## src/rtl/io_serdes_pkg.sv

```systemverilog
// Shared definitions for the IO_SERDES link bring-up controller: register map,
// error codes and the state encodings used by the controller and its AXI-Lite engine.
package io_serdes_pkg;

  localparam int unsigned SERDES_CTRL_OFFSET = 0;
  localparam int unsigned RXEN_BIT           = 0;
  localparam int unsigned TXEN_BIT           = 1;

  localparam logic [1:0] ERR_NONE     = 2'd0;
  localparam logic [1:0] ERR_WR_TMO   = 2'd1;
  localparam logic [1:0] ERR_RD_TMO   = 2'd2;
  localparam logic [1:0] ERR_MISMATCH = 2'd3;

  typedef enum logic [2:0] {
    ST_IDLE   = 3'd0,
    ST_WR_RX  = 3'd1,
    ST_SETTLE = 3'd2,
    ST_WR_TX  = 3'd3,
    ST_RD_REQ = 3'd4,
    ST_RD_DAT = 3'd5,
    ST_UP     = 3'd6,
    ST_ERR    = 3'd7
  } link_state_e;

  typedef enum logic [1:0] {
    PH_IDLE = 2'd0,
    PH_WR   = 2'd1,
    PH_AR   = 2'd2,
    PH_R    = 2'd3
  } lite_phase_e;

endpackage

```

## src/rtl/io_serdes_lite_master.sv

```systemverilog
// Single-beat AXI-Lite write/read engine for the serdes config port, with a
// per-phase handshake timeout. done/timeout/ar_acc are combinational strobes.
module io_serdes_lite_master
  import io_serdes_pkg::*;
#(
  parameter int pADDR_WIDTH = 10,
  parameter int pDATA_WIDTH = 32,
  parameter int pTIMEOUT    = 64
) (
  input  logic                     axi_clk,
  input  logic                     axi_reset_n,
  input  logic                     req_i,
  input  logic                     wr_i,
  input  logic [pDATA_WIDTH-1:0]   wdata_i,
  output logic                     done_o,
  output logic                     ar_acc_o,
  output logic                     timeout_o,
  output logic [pDATA_WIDTH-1:0]   rdata_o,
  output logic                     m_awvalid,
  output logic [pADDR_WIDTH-1:0]   m_awaddr,
  input  logic                     m_awready,
  output logic                     m_wvalid,
  output logic [pDATA_WIDTH-1:0]   m_wdata,
  output logic [pDATA_WIDTH/8-1:0] m_wstrb,
  input  logic                     m_wready,
  output logic                     m_arvalid,
  output logic [pADDR_WIDTH-1:0]   m_araddr,
  input  logic                     m_arready,
  input  logic                     m_rvalid,
  input  logic [pDATA_WIDTH-1:0]   m_rdata,
  output logic                     m_rready
);

  localparam int TW = (pTIMEOUT > 1) ? $clog2(pTIMEOUT) : 1;

  lite_phase_e             phase_q, phase_d;
  logic [TW-1:0]           tmo_q, tmo_d;
  logic                    wr_vld_q, wr_vld_d;
  logic                    arvalid_q, arvalid_d;
  logic                    rready_q, rready_d;
  logic [pDATA_WIDTH-1:0]  wdata_q, wdata_d;
  logic                    tmo_last;

  assign tmo_last = (tmo_q == TW'(pTIMEOUT - 1));

  always_ff @(posedge axi_clk or negedge axi_reset_n) begin
    if (!axi_reset_n) begin
      phase_q   <= PH_IDLE;
      tmo_q     <= '0;
      wr_vld_q  <= 1'b0;
      arvalid_q <= 1'b0;
      rready_q  <= 1'b0;
      wdata_q   <= '0;
    end else begin
      phase_q   <= phase_d;
      tmo_q     <= tmo_d;
      wr_vld_q  <= wr_vld_d;
      arvalid_q <= arvalid_d;
      rready_q  <= rready_d;
      wdata_q   <= wdata_d;
    end
  end

  // A completing handshake is checked before the timeout so that it wins a tie.
  always_comb begin
    phase_d   = phase_q;
    tmo_d     = tmo_q;
    wr_vld_d  = wr_vld_q;
    arvalid_d = arvalid_q;
    rready_d  = rready_q;
    wdata_d   = wdata_q;
    done_o    = 1'b0;
    ar_acc_o  = 1'b0;
    timeout_o = 1'b0;
    unique case (phase_q)
      PH_IDLE: begin
        tmo_d = '0;
        if (req_i) begin
          if (wr_i) begin
            wdata_d  = wdata_i;
            wr_vld_d = 1'b1;
            phase_d  = PH_WR;
          end else begin
            arvalid_d = 1'b1;
            phase_d   = PH_AR;
          end
        end
      end
      PH_WR: begin
        if (m_awready && m_wready) begin
          done_o   = 1'b1;
          wr_vld_d = 1'b0;
          phase_d  = PH_IDLE;
        end else if (tmo_last) begin
          timeout_o = 1'b1;
          wr_vld_d  = 1'b0;
          phase_d   = PH_IDLE;
        end else begin
          tmo_d = tmo_q + 1'b1;
        end
      end
      PH_AR: begin
        if (m_arready) begin
          ar_acc_o  = 1'b1;
          arvalid_d = 1'b0;
          rready_d  = 1'b1;
          tmo_d     = '0;
          phase_d   = PH_R;
        end else if (tmo_last) begin
          timeout_o = 1'b1;
          arvalid_d = 1'b0;
          phase_d   = PH_IDLE;
        end else begin
          tmo_d = tmo_q + 1'b1;
        end
      end
      PH_R: begin
        if (m_rvalid) begin
          done_o   = 1'b1;
          rready_d = 1'b0;
          phase_d  = PH_IDLE;
        end else if (tmo_last) begin
          timeout_o = 1'b1;
          rready_d  = 1'b0;
          phase_d   = PH_IDLE;
        end else begin
          tmo_d = tmo_q + 1'b1;
        end
      end
      default: phase_d = PH_IDLE;
    endcase
  end

  assign m_awvalid = wr_vld_q;
  assign m_wvalid  = wr_vld_q;
  assign m_awaddr  = pADDR_WIDTH'(SERDES_CTRL_OFFSET);
  assign m_wdata   = wdata_q;
  assign m_wstrb   = '1;
  assign m_arvalid = arvalid_q;
  assign m_araddr  = pADDR_WIDTH'(SERDES_CTRL_OFFSET);
  assign m_rready  = rready_q;
  assign rdata_o   = m_rdata;

endmodule

```

## src/rtl/io_serdes_link_ctrl.sv

```systemverilog
// IO_SERDES link bring-up: enable RX, wait for it to settle, enable TX, then read
// back and retry the TX write on mismatch. Holds the sequencing FSM and status.
module io_serdes_link_ctrl
  import io_serdes_pkg::*;
#(
  parameter int pADDR_WIDTH = 10,
  parameter int pDATA_WIDTH = 32,
  parameter int pRX_SETTLE  = 16,
  parameter int pTIMEOUT    = 64,
  parameter int pMAX_RETRY  = 3
) (
  input  logic                     axi_clk,
  input  logic                     axi_reset_n,
  input  logic                     start,
  input  logic                     abort,
  output logic                     m_awvalid,
  output logic [pADDR_WIDTH-1:0]   m_awaddr,
  input  logic                     m_awready,
  output logic                     m_wvalid,
  output logic [pDATA_WIDTH-1:0]   m_wdata,
  output logic [pDATA_WIDTH/8-1:0] m_wstrb,
  input  logic                     m_wready,
  output logic                     m_arvalid,
  output logic [pADDR_WIDTH-1:0]   m_araddr,
  input  logic                     m_arready,
  input  logic                     m_rvalid,
  input  logic [pDATA_WIDTH-1:0]   m_rdata,
  output logic                     m_rready,
  output logic                     cc_ls_enable,
  output logic                     busy,
  output logic                     link_up,
  output logic                     link_err,
  output logic [1:0]               err_code,
  output logic [3:0]               retry_cnt
);

  localparam int SW = (pRX_SETTLE > 1) ? $clog2(pRX_SETTLE) : 1;
  localparam logic [pDATA_WIDTH-1:0] RX_WORD = pDATA_WIDTH'(1 << RXEN_BIT);
  localparam logic [pDATA_WIDTH-1:0] TX_WORD = pDATA_WIDTH'((1 << RXEN_BIT) | (1 << TXEN_BIT));

  link_state_e             state_q, state_d;
  logic [SW-1:0]           settle_q, settle_d;
  logic [3:0]              retry_q, retry_d;
  logic [1:0]              err_q, err_d;
  logic                    req_q, req_d;

  logic                    lm_wr;
  logic [pDATA_WIDTH-1:0]  lm_wdata;
  logic                    lm_done;
  logic                    lm_ar_acc;
  logic                    lm_timeout;
  logic [pDATA_WIDTH-1:0]  lm_rdata;
  logic                    rb_ok;
  logic                    rdata_unused;

  assign lm_wr        = (state_q != ST_RD_REQ);
  assign lm_wdata     = (state_q == ST_WR_RX) ? RX_WORD : TX_WORD;
  assign rb_ok        = lm_rdata[RXEN_BIT] && lm_rdata[TXEN_BIT];
  assign rdata_unused = ^lm_rdata;

  io_serdes_lite_master #(
    .pADDR_WIDTH (pADDR_WIDTH),
    .pDATA_WIDTH (pDATA_WIDTH),
    .pTIMEOUT    (pTIMEOUT)
  ) u_lite (
    .axi_clk     (axi_clk),
    .axi_reset_n (axi_reset_n),
    .req_i       (req_q),
    .wr_i        (lm_wr),
    .wdata_i     (lm_wdata),
    .done_o      (lm_done),
    .ar_acc_o    (lm_ar_acc),
    .timeout_o   (lm_timeout),
    .rdata_o     (lm_rdata),
    .m_awvalid   (m_awvalid),
    .m_awaddr    (m_awaddr),
    .m_awready   (m_awready),
    .m_wvalid    (m_wvalid),
    .m_wdata     (m_wdata),
    .m_wstrb     (m_wstrb),
    .m_wready    (m_wready),
    .m_arvalid   (m_arvalid),
    .m_araddr    (m_araddr),
    .m_arready   (m_arready),
    .m_rvalid    (m_rvalid),
    .m_rdata     (m_rdata),
    .m_rready    (m_rready)
  );

  always_ff @(posedge axi_clk or negedge axi_reset_n) begin
    if (!axi_reset_n) begin
      state_q  <= ST_IDLE;
      settle_q <= '0;
      retry_q  <= '0;
      err_q    <= ERR_NONE;
      req_q    <= 1'b0;
    end else begin
      state_q  <= state_d;
      settle_q <= settle_d;
      retry_q  <= retry_d;
      err_q    <= err_d;
      req_q    <= req_d;
    end
  end

  // req_d pulses on entry to each transaction state; abort is only honoured
  // where no handshake is in flight.
  always_comb begin
    state_d  = state_q;
    settle_d = settle_q;
    retry_d  = retry_q;
    err_d    = err_q;
    req_d    = 1'b0;
    unique case (state_q)
      ST_IDLE: begin
        if (abort) begin
          retry_d = '0;
          err_d   = ERR_NONE;
        end else if (start) begin
          retry_d = '0;
          err_d   = ERR_NONE;
          state_d = ST_WR_RX;
          req_d   = 1'b1;
        end
      end
      ST_WR_RX: begin
        if (lm_done) begin
          if (abort) begin
            state_d = ST_IDLE;
            retry_d = '0;
            err_d   = ERR_NONE;
          end else begin
            state_d  = ST_SETTLE;
            settle_d = '0;
          end
        end else if (lm_timeout) begin
          state_d = ST_ERR;
          err_d   = ERR_WR_TMO;
        end
      end
      ST_SETTLE: begin
        if (abort) begin
          state_d = ST_IDLE;
          retry_d = '0;
          err_d   = ERR_NONE;
        end else if (settle_q == SW'(pRX_SETTLE - 1)) begin
          state_d = ST_WR_TX;
          req_d   = 1'b1;
        end else begin
          settle_d = settle_q + 1'b1;
        end
      end
      ST_WR_TX: begin
        if (lm_done) begin
          if (abort) begin
            state_d = ST_IDLE;
            retry_d = '0;
            err_d   = ERR_NONE;
          end else begin
            state_d = ST_RD_REQ;
            req_d   = 1'b1;
          end
        end else if (lm_timeout) begin
          state_d = ST_ERR;
          err_d   = ERR_WR_TMO;
        end
      end
      ST_RD_REQ: begin
        if (lm_ar_acc) begin
          state_d = ST_RD_DAT;
        end else if (lm_timeout) begin
          state_d = ST_ERR;
          err_d   = ERR_RD_TMO;
        end
      end
      ST_RD_DAT: begin
        if (lm_done) begin
          if (abort) begin
            state_d = ST_IDLE;
            retry_d = '0;
            err_d   = ERR_NONE;
          end else if (rb_ok) begin
            state_d = ST_UP;
          end else if (retry_q < 4'(pMAX_RETRY)) begin
            retry_d = retry_q + 1'b1;
            state_d = ST_WR_TX;
            req_d   = 1'b1;
          end else begin
            state_d = ST_ERR;
            err_d   = ERR_MISMATCH;
          end
        end else if (lm_timeout) begin
          state_d = ST_ERR;
          err_d   = ERR_RD_TMO;
        end
      end
      ST_UP: begin
        if (abort) begin
          state_d = ST_IDLE;
          retry_d = '0;
          err_d   = ERR_NONE;
        end
      end
      ST_ERR: begin
        if (abort) begin
          state_d = ST_IDLE;
          retry_d = '0;
          err_d   = ERR_NONE;
        end else if (start) begin
          retry_d = '0;
          err_d   = ERR_NONE;
          state_d = ST_WR_RX;
          req_d   = 1'b1;
        end
      end
      default: state_d = ST_IDLE;
    endcase
  end

  assign cc_ls_enable = m_awvalid | m_wvalid | m_arvalid | m_rready;
  assign busy         = !(state_q inside {ST_IDLE, ST_UP, ST_ERR});
  assign link_up      = (state_q == ST_UP);
  assign link_err     = (state_q == ST_ERR);
  assign err_code     = err_q;
  assign retry_cnt    = retry_q;

endmodule

```

## config.mk

```make
export PLATFORM = sky130hd
export DESIGN_NAME = io_serdes_link_ctrl
export DESIGN_NICKNAME = d
export VERILOG_FILES = /design/src/rtl/io_serdes_pkg.sv /design/src/rtl/io_serdes_lite_master.sv /design/src/rtl/io_serdes_link_ctrl.sv
export SDC_FILE = /design/constraint.sdc
export NUM_CORES = 1
export LEC_CHECK = 0
export CAP_MARGIN = 20
export CORE_MARGIN = 4
export CORE_UTILIZATION = 45
export DETAILED_ROUTE_END_ITERATION = 10
export GPL_TIMING_DRIVEN = 0
export PLACE_DENSITY_LB_ADDON = 0.05
export SLEW_MARGIN = 25
export SYNTH_ARGS = -nofsm -noshare
export SYNTH_HDL_FRONTEND = slang
export SYNTH_SLANG_ARGS = --single-unit
export TNS_END_PERCENT = 10
```

## constraint.sdc

```tcl
create_clock -name axi_clk -period 4.52 [get_ports axi_clk]
set_clock_uncertainty 0.2 [all_clocks]
set_input_delay 0.904 -clock axi_clk [delete_from_list [all_inputs] [get_ports axi_clk]]
set_output_delay 0.904 -clock axi_clk [all_outputs]
set_load 0.02 [all_outputs]
```

==> results of run 1 <==
## stage by stage
step                area [um^2]  utilization [%]  total power [W]  setup WS, ns  std cells
floorplan                  2480                -         0.000810          2.10        336
global placement           2810             58.4         0.000976          1.46        428
detailed placement         2810             58.3         0.000982          1.48        428
CTS                        2850             59.2          0.00113          1.36        432
global route               2850             59.2          0.00122          1.22        432
finish                     2850             59.2          0.00113          1.34        432
## layer usage
| metal | routed length [um] | share of wire, % | GRT usage, % |
|---|---|---|---|
| met5 | 0 | 0 | 0 |
| met4 | 70 | 1.4 | 4.81 |
| met3 | 416 | 8.1 | 3.40 |
| met2 | 2440 | 47 | 28.7 |
| met1 | 2240 | 43 | 22.0 |
## where the power goes
part / switching [W] / total (W) / internal, W
Combinational: 0.000376 / 0.000636 / 0.000260
Clock: 0.0000798 / 0.000142 / 0.0000620
Sequential: 0.0000522 / 0.000349 / 0.000297
## cell type report
type	instances	area [um^2]	share of cell area, %
Buffer	68	475	16.7
Multi-Input combinational cell	233	1300	45.5
Timing Repair Buffer	25	245	8.59
Clock inverter	1	5.00	0.175
Sequential cell	27	676	23.7
Clock buffer	3	41.3	1.45
Inverter	8	30.0	1.05
Tap cell	67	83.8	2.94
## sequential cells by signal, summed over array words and instances (netlist names), 2 cells and up
| signal | flops |
|---|---|
| err_code | 2 |
| retry_cnt | 4 |
| settle_q | 4 |
| state_q | 3 |
| u_lite.m_wdata | 2 |
| u_lite.phase_q | 2 |
| u_lite.tmo_q | 6 |
## synthesized netlist by cell type (all sizes together), types with 3 or more instances
library cell and count:
a21boi 3, inv 8, or3 3, a21oi 29
o31ai 4, a31oi 5, clkbuf 3, o211ai 6
nand2 18, ha 3, dfrtp 27, nand2b 7
a211oi 5, nor2b 5, nand3 7, and3 8
buf 65, nor3 3, o21ai 21, nor2 21
or2 3
## how the worst max path moves through the flow
stage,to,depth (start not counted)
after global routing,busy,4
after CTS,busy,4
after detailed placement,retry_cnt[0]$_DFFE_PN0P_,6
after floorplan,retry_cnt[0]$_DFFE_PN0P_,5
after global placement,retry_cnt[0]$_DFFE_PN0P_,6
final,busy,4
## logic make-up (layout without fill, tap and decap cells)
kind of cell,Yosys count,after routing,synth area share (%)
other cells,2,54,0.329
simple gates,87,87,20.3
fa+ha+maj,3,3,1.64
flops,27,27,29.6
mux,3,3,1.37
compound gates,85,85,24.3
xor+xnor,1,1,0.384
buf+inv,76,105,22.1
==> summary.md, run 1 <==
| Metric | Value |
|---|---|
| Syn Inst Count | `284` |
| Area Overhead vs Synth | `25.0%` |
| Slew Limit Headroom | `59.7%` |
| Setup tns final | `0 ns` |
| Final setup violation count | `0` |
| WHS | `about 0.29 ns` |
| Outcome | `finished, final reports clean` |
| Unique masters post-synth | `54` |
| Overflow after GRT | `0` |
| Flop-to-flop setup slack | `2.20 ns` |
| Via/cell ratio | `4.85` |
| Clock tree buffer depth | `2` |
| Initial antenna violation count | `0` |
| Max-Cap Viols | `0` |
| Final Max Slew Viols | `0` |
| Die H | `79.2 um` |
| Routed Antenna Nets | `0` |
| Post-CTS Resized | `0` |
| Htree depth | `1` |
| 1st-iter DRT viols | `152` |
| Clock root buffer master | `clkbuf_8` |
| Post-synth EDFFs | `0` |
| CP max FO | `10` |
| N_diodes | `0` |
| Actual slew at the worst max-slew pin | `0.605 ns` |
| Die W | `79.2 um` |
| Pwr dens | `395 nW/um^2` |
| Critical path startpoint | `state_q[2]$_DFFE_PN0P_` |
| Seq/Total Area, Yosys | `29.6%` |
| Drt wl/cell | `~12 um` |
| Fillers | `between 400 and 500` |
| Final hold viol count | `0` |
| Hold depth | `1` |
| CTS tree | `built` |
| Fmax | `315 MHz` |
| Fin crit period | `3.18 ns` |
| GP Congestion | `0.888` |
| WP buf/inv | `3` |
| Die area | `6280 um^2` |
| Vias in the first global route | `1854` |
| Hold endpoint | `u_lite.m_wdata[0]$_DFFE_PN0P_` |
| CP delay by family, top | `buffers and inverters` |
| Critical path class | `flop to primary output` |
| Mean cell area of the mapped netlist | `8.04 um^2` |
| Worst skew pair latency | `between 0.2 and 0.3 ns` |
| CTS Hold Bufs | `0` |
| RSZ-0062 raised after global routing | `no` |
| Most common cell after layout, fill and taps aside | `buf_4` |
| Starting density of the core | `47.4%` |
| Top cell type's share of synthesized area | `29.6%` |
| Synthesized cell area | `about 2300 um^2` |
| Synth Flop Type | `dfrtp_1` |
| Post-synth ARST share | `100%` |
| Worst Setup End Kind | `primary output` |
| WL final | `5160 um` |
| Largest net degree at the start of global routing | `28` |
| HP Start | `u_lite.m_wdata[0]$_DFFE_PN0P_` |
| Drt drc | `0` |
| Crit path max-delay cell type | `clkdlybuf4s50_1` |
| Tcrit/Tclk final | `70.3%` |
| I/O Buffers | `25` |
| Worst-path clk slew | `0.10 ns` |
| RR Startpoint | `retry_cnt[0]$_DFFE_PN0P_` |
| Synth top area cells | `dfrtp_1 (30%), buf_4 (19%), a21oi_1 (6.4%), o21ai_0 (4.2%), nor2_1 (3.5%)` |
| Post-DP HPWL | `4010 um` |
| Row count | `25` |
| Worst-path cell chain | `buf_2, buf_1, a21oi_1, clkdlybuf4s50_1` |
| Nets@finish | `409` |
| Warnings, synthesis | `0` |
| Cell taking the most area after synthesis | `dfrtp_1` |
| Maximum VDD drop | `215 uV` |
| Reg2reg path depth | `6` |
| TritonCTS Buffers | `3` |
| Required @ worst endpoint | `3.42 ns` |
| Leakage | `1.40 nW` |
| Post-CTS Setup Bufs | `0` |
| First-pass GRT wire length | `8670 um` |
| First drt pass iteration count | `4` |
| All-layer global routing usage | `17.0%` |
| Startpoint Class | `flop` |
| Vias | `2094` |
| Worst path max stage delay | `roughly 0.56 ns` |
| Core ar. | `4820 um^2` |
| CP Data Arrival Time | `2.07 ns` |
| Reg2reg end | `retry_cnt[0]$_DFFE_PN0P_` |
| Most frequent cells in the layout | `buf_4 (57), conb_1 (54), a21oi_1 (29)` |
| Yosys reg bits | `27` |
| Clock sink count | `27` |
| Share of layout cells above drive strength 1 | `between 20% and 30%` |
| Ports | `110` |
| Worst hold-check path type | `flop to flop` |
No activity file was read; power rests on OpenSTA's default activity.
==> inputs of run 2 (changes only) <==
Settings changed: CORE_UTILIZATION 45 to 41.
Clock period 4.52 ns to 3.33 ns, I/O delays scaled along.
==> summary.md, run 2 (synthesized netlist as in run 1, its figures left out) <==
| Metric | Value |
|---|---|
| Internal Power | `0.000844 W` |
| Slew Limit Headroom | `59.2%` |
| Post-CTS Setup Bufs | `0` |
| CTS Hold Bufs | `0` |
| Fin crit period | `2.92 ns` |
| Ports | `110` |
| RR Startpoint | `retry_cnt[0]$_DFFE_PN0P_` |
| RSZ-0062 raised after global routing | `no` |
| Nets@finish | `slightly above 400` |
| Die W | `82.6 um` |
| Share of layout cells above drive strength 1 | `roughly a fifth` |
| Total power | `roughly 0.0015 W` |
| Pwr dens | `539 nW/um^2` |
| Final hold viol count | `0` |
| Worst hold-check path type | `input pin to async pin` |
| Clock sink count | `27` |
| Starting density of the core | `43.6%` |
| Flop-to-flop setup slack | `0.98 ns` |
| Row count | `26` |
| NetSw | `0.000699 W` |
| Clock power frac | `a little over an eighth` |
| CP Data Arrival Time | `2.05 ns` |
| Tcrit/Tclk final | `about 88%` |
| Initial antenna violation count | `0` |
| Sw Ratio | `45.3%` |
| Vias in the first global route | `1859` |
| Most frequent cells in the layout | `buf_4 (57), conb_1 (54), a21oi_1 (29)` |
| Largest net degree at the start of global routing | `28` |
| Post-DP HPWL | `4160 um` |
| Routed Antenna Nets | `0` |
| First-pass GRT wire length | `8580 um` |
| Via/cell ratio | `4.80` |
| Critical path class | `flop to primary output` |
| Htree depth | `1` |
| Final Max Slew Viols | `0` |
| CP max FO | `10` |
| Post-CTS Resized | `0` |
| First drt pass iteration count | `4` |
| Most common cell after layout, fill and taps aside | `buf_4` |
| Clock tree buffer depth | `2` |
| Top reg by flops | `u_lite.tmo_q` |
| 1st-iter DRT viols | `195` |
| Startpoint Class | `flop` |
| Max FFs per register | `6` |
| Max-Cap Viols | `0` |
| Worst-path clk slew | `0.11 ns` |
| Maximum VDD drop | `202 uV` |
| Final setup violation count | `0` |
| Fmax | `343 MHz` |
| All-layer global routing usage | `16.0%` |
| TritonCTS Buffers | `3` |
| Fillers | `507` |
| Leakage | `1.40 nW` |
| Clock root buffer master | `clkbuf_8` |
| Worst skew pair latency | `0.29 ns` |
| I/O Buffers | `25` |
| Outcome | `finished, final reports clean` |
| Reg power frac | `30.5%` |
| Reg2reg end | `retry_cnt[0]$_DFFE_PN0P_` |
| Drt drc | `0` |
| WL final | `5260 um` |
| Overflow after GRT | `0` |
| Logic gate share of total power | `a little under three fifths` |
| GP Congestion | `0.872` |
| CTS tree | `built` |
| Die H | `82.6 um` |
| Required @ worst endpoint | `around 2.5 ns` |
| N_diodes | `0` |
| Die area | `6830 um^2` |
| Core ar. | `5240 um^2` |
| Worst Setup End Kind | `primary output` |
| Vias | `2088` |
| Drt wl/cell | `12.1 um` |
| Reg2reg path depth | `6` |
| Actual slew at the worst max-slew pin | `approximately 0.6 ns` |
| Area Overhead vs Synth | `25.3%` |
| Setup tns final | `0 ns` |
run 2: cell count changes in the layout (fill, tap and decap cells not counted):
cell / before / now
clkinv_2: 1 / 0
inv_6: 0 / 1
run 2: critical path, cell delays in order (launching register included):
cell	delay [ns]
dfrtp_1	0.48
buf_2	0.26
buf_1	0.35
a21oi_1	0.11
clkdlybuf4s50_1	0.56
run 2: how the worst max path moves through the flow:
| stage | from | endpoint | slack (ns) | cells after the start |
|---|---|---|---|---|
| floorplan | retry_cnt[0]$_DFFE_PN0P_ | retry_cnt[0]$_DFFE_PN0P_ | 1.08 | 6 |
| global placement | m_rdata[0] | retry_cnt[0]$_DFFE_PN0P_ | 0.50 | 6 |
| detailed placement | m_rdata[0] | retry_cnt[0]$_DFFE_PN0P_ | 0.51 | 6 |
| CTS | state_q[2]$_DFFE_PN0P_ | busy | 0.41 | 4 |
| global route | state_q[2]$_DFFE_PN0P_ | busy | 0.24 | 4 |
| finish | state_q[2]$_DFFE_PN0P_ | busy | 0.41 | 4 |
run 2: final cells by class:
class,count,area (um^2),area share [%]
buffer,68,475,16.6
tap,70,87.6,3.06
clock inverter,1,8.76,0.306
sequential,27,676,23.6
clock buffer,3,41.3,1.44
inverter,8,30.0,1.05
multi-input combinational,233,1300,45.3
timing repair buffer,25,245,8.57
run 2: metal layers:
| layer | global-route usage [%] | share of wire, % | vias to the layer above |
|---|---|---|---|
| met1 | 20.7 | 44 | 949 |
| li1 | - | - | 1064 |
| met5 | 0 | 0 | - |
| met2 | 27.5 | 49 | 70 |
| met4 | 5.23 | 1.0 | 0 |
| met3 | 1.95 | 6.7 | 5 |
run 2: stage by stage:
step / instance area, um^2 / hold WS, ns / std cells / util, % / setup WS, ns
floorplan: 2480 / 0.170 / 336 / - / 1.08
global placement: 2820 / 0.259 / 431 / 53.8 / 0.503
detailed placement: 2810 / 0.296 / 431 / 53.7 / 0.511
CTS: 2860 / 0.199 / 435 / 54.6 / 0.410
global route: 2860 / 0.216 / 435 / 54.6 / 0.244
finish: 2860 / 0.173 / 435 / 54.6 / 0.414
run 2: power groups by stage:
stage	clock (W)	sequential [W]	combinational, W
floorplan	0	0.000501	0.000599
global placement	0	0.000475	0.000853
detailed placement	0	0.000477	0.000859
CTS	0.000215	0.000471	0.000863
global route	0.000229	0.000486	0.000958
finish	0.000204	0.000471	0.000868
==> inputs of run 3 (changes only) <==
Settings changed: SETUP_SLACK_MARGIN set to 0.15, SLEW_MARGIN 25 to 20.
==> results of run 3 <==
Same layout as run 2: the final DEF is identical, and so are final timing and power.
==> RTL change: new RTL, flow settings as in run 2 <==
`pDATA_WIDTH` is set to 32 in 2 places; all go to 16.
--- a/src/rtl/io_serdes_lite_master.sv
+++ b/src/rtl/io_serdes_lite_master.sv
@@ -4,7 +4,7 @@
   import io_serdes_pkg::*;
 #(
   parameter int pADDR_WIDTH = 10,
-  parameter int pDATA_WIDTH = 32,
+  parameter int pDATA_WIDTH = 16,
   parameter int pTIMEOUT    = 64
 ) (
   input  logic                     axi_clk,
--- a/src/rtl/io_serdes_link_ctrl.sv
+++ b/src/rtl/io_serdes_link_ctrl.sv
@@ -4,7 +4,7 @@
   import io_serdes_pkg::*;
 #(
   parameter int pADDR_WIDTH = 10,
-  parameter int pDATA_WIDTH = 32,
+  parameter int pDATA_WIDTH = 16,
   parameter int pRX_SETTLE  = 16,
   parameter int pTIMEOUT    = 64,
   parameter int pMAX_RETRY  = 3
Interface: changed (resized m_rdata, m_wdata and m_wstrb); port bits go from 110 to 76. No check against the original RTL was run, so the function may have changed too.
==> RTL change against run 2 <==
- final area decreased by 7.2%
- count of clock-buffer cells in the layout unchanged
- worst setup slack got worse by 0.018 ns
- non-clock buffer count decreased by 18
- routed wire length decreased by 2.5%
- via count decreased by 4.0%
- total power decreased by 2.9%
- die area decreased by 5.4%
- area after synthesis decreased by 5.9%
- register-to-register slack got worse by 0.02 ns
- clock power decreased by 2%
- final cell count decreased by 8.3%
- sequential cell count unchanged
- largest cell class unchanged
==> RTL change: results (changes against run 2) <==
Place
  – Dpl ws: 0.492 ns (was 0.511 ns)
  – Dpl hpwl: 3.90 mm (was 4.16 mm)
  – PortBufs: 25 (unchanged)
  – Placed instance count: 395 (was 431)
  – Routability cong.: 0.876 (was 0.872)

Global route
  – GRT Util Overall: 0.166 (was 0.160)
  – Vias in the first global route: 1722 (was 1859)
  – Antenna violations before repair: 0 (unchanged)
  – First-pass GRT wire length: 8.48 mm (was 8.58 mm)

Timing
  – Remaining max-slew budget at the tightest pin: 0.588 (was 0.592)

Yosys
  – Register area share after synthesis: 0.315 (was 0.296)
  – Synth area leaders: dfrtp_1 (31%), buf_4 (14%), a21oi_1 (6.8%), o21ai_0 (4.4%), nor2_1 (3.7%) (was dfrtp_1 (30%), buf_4 (19%), a21oi_1 (6.4%), o21ai_0 (4.2%), nor2_1 (3.5%))
  – Most frequent cells after synthesis: buf_4 (39), a21oi_1 (29), dfrtp_1 (27) (was buf_4 (57), a21oi_1 (29), dfrtp_1 (27))
  – Average size of a mapped cell: 8.08 um2 (was 8.04 um2)

Power
  – Sw power: 0.673 mW (was 0.699 mW)
  – Max VDD drop: 297 uV (was 202 uV)
  – P_leak: 1.25 nW (was 1.40 nW)

Layout
  – Fillers: 498 (was 507)
  – Final #Nets: 357 (was 409)
  – Share of cells above drive strength 1: 0.182 (was 0.214)
  – Max reg flops: 6 (unchanged)

Setup path
  – Reg2reg setup slack: 0.96 ns (was 0.98 ns)
  – Critical Path AT: 2.07 ns (was 2.05 ns)
  – Worst flop-to-flop path endpoint: retry_cnt[0]$_DFFE_PN0P_ (unchanged)

Route
  – DR iter-0 viols: 127 (was 195)
  – DR WL/cell: 12.8 um (was 12.1 um)
  – Total Wirelength: 5.13 mm (was 5.26 mm)
  – Vias/cell: 5.02 (was 4.80)

Outcome
  – Outcome: finished, final reports clean (unchanged)

Clocking
  – Hold buffers post-CTS: 0 (unchanged)
==> RTL change: how the worst max path moves through the flow <==
stage	slack, ns	to	startpoint
after global routing	0.28	busy	state_q[1]$_DFFE_PN0P_
final	0.40	busy	state_q[2]$_DFFE_PN0P_
after floorplan	1.08	retry_cnt[0]$_DFFE_PN0P_	retry_cnt[0]$_DFFE_PN0P_
after global placement	0.51	retry_cnt[0]$_DFFE_PN0P_	m_rdata[0]
after detailed placement	0.49	retry_cnt[0]$_DFFE_PN0P_	m_rdata[0]
after CTS	0.40	busy	state_q[2]$_DFFE_PN0P_
==> RTL change: cell type report <==
class | count | area [um2] | area share
buffer | 50 | 340 | 0.128
clock buffer | 3 | 41.3 | 0.0156
clock inverter | 1 | 5.00 | 0.00189
inverter | 8 | 30.0 | 0.0113
multi-input combinational | 215 | 1230 | 0.463
sequential | 27 | 676 | 0.254
tap | 70 | 87.6 | 0.0330
timing repair buffer | 25 | 245 | 0.0924
==> RTL change: stage by stage <==
stage / instance area [um2] / hold WS, ns
3_5_place_dp: 2610 / 0.261
5_1_grt: 2660 / 0.252
3_3_place_gp: 2610 / 0.260
4_1_cts: 2660 / 0.222
6_report: 2660 / 0.176
2_1_floorplan: 2280 / 0.170
==> RTL change: cell families after synthesis <==
kind of cell             after synthesis  synth area share
buffers and inverters                 58             0.172
AO/OA/AOI/OAI                         85             0.258
flip-flops                            27             0.315
adder cells (fa/ha/maj)                3            0.0175
AND/OR/NAND/NOR                       87             0.215
XOR/XNOR                               1           0.00408
other                                  2           0.00350
multiplexers                           3            0.0146
==> RTL change: power groups by stage <==
stage                     logic [mW]  clock network (mW)  registers, mW
after floorplan                0.565                   0          0.501
after global placement         0.823                   0          0.477
after detailed placement       0.825                   0          0.476
after CTS                      0.828               0.207          0.469
after global routing           0.925               0.218          0.483
final                          0.830               0.199          0.470
==> RTL change: metal layers <==
| metal | track usage | vias up | share of wire |
|---|---|---|---|
| li1 | - | 1007 | - |
| met1 | 0.228 | 922 | 0.45 |
| met2 | 0.267 | 66 | 0.47 |
| met3 | 0.0348 | 9 | 0.073 |
| met4 | 0.0372 | 0 | 0.012 |
| met5 | 0 | - | 0 |
==> RTL change: critical path, cell delays in order, from the launching register on <==
cell             delay, ns
dfrtp_1               0.47
buf_2                 0.27
buf_1                 0.36
a21oi_1               0.13
clkdlybuf4s50_1       0.56
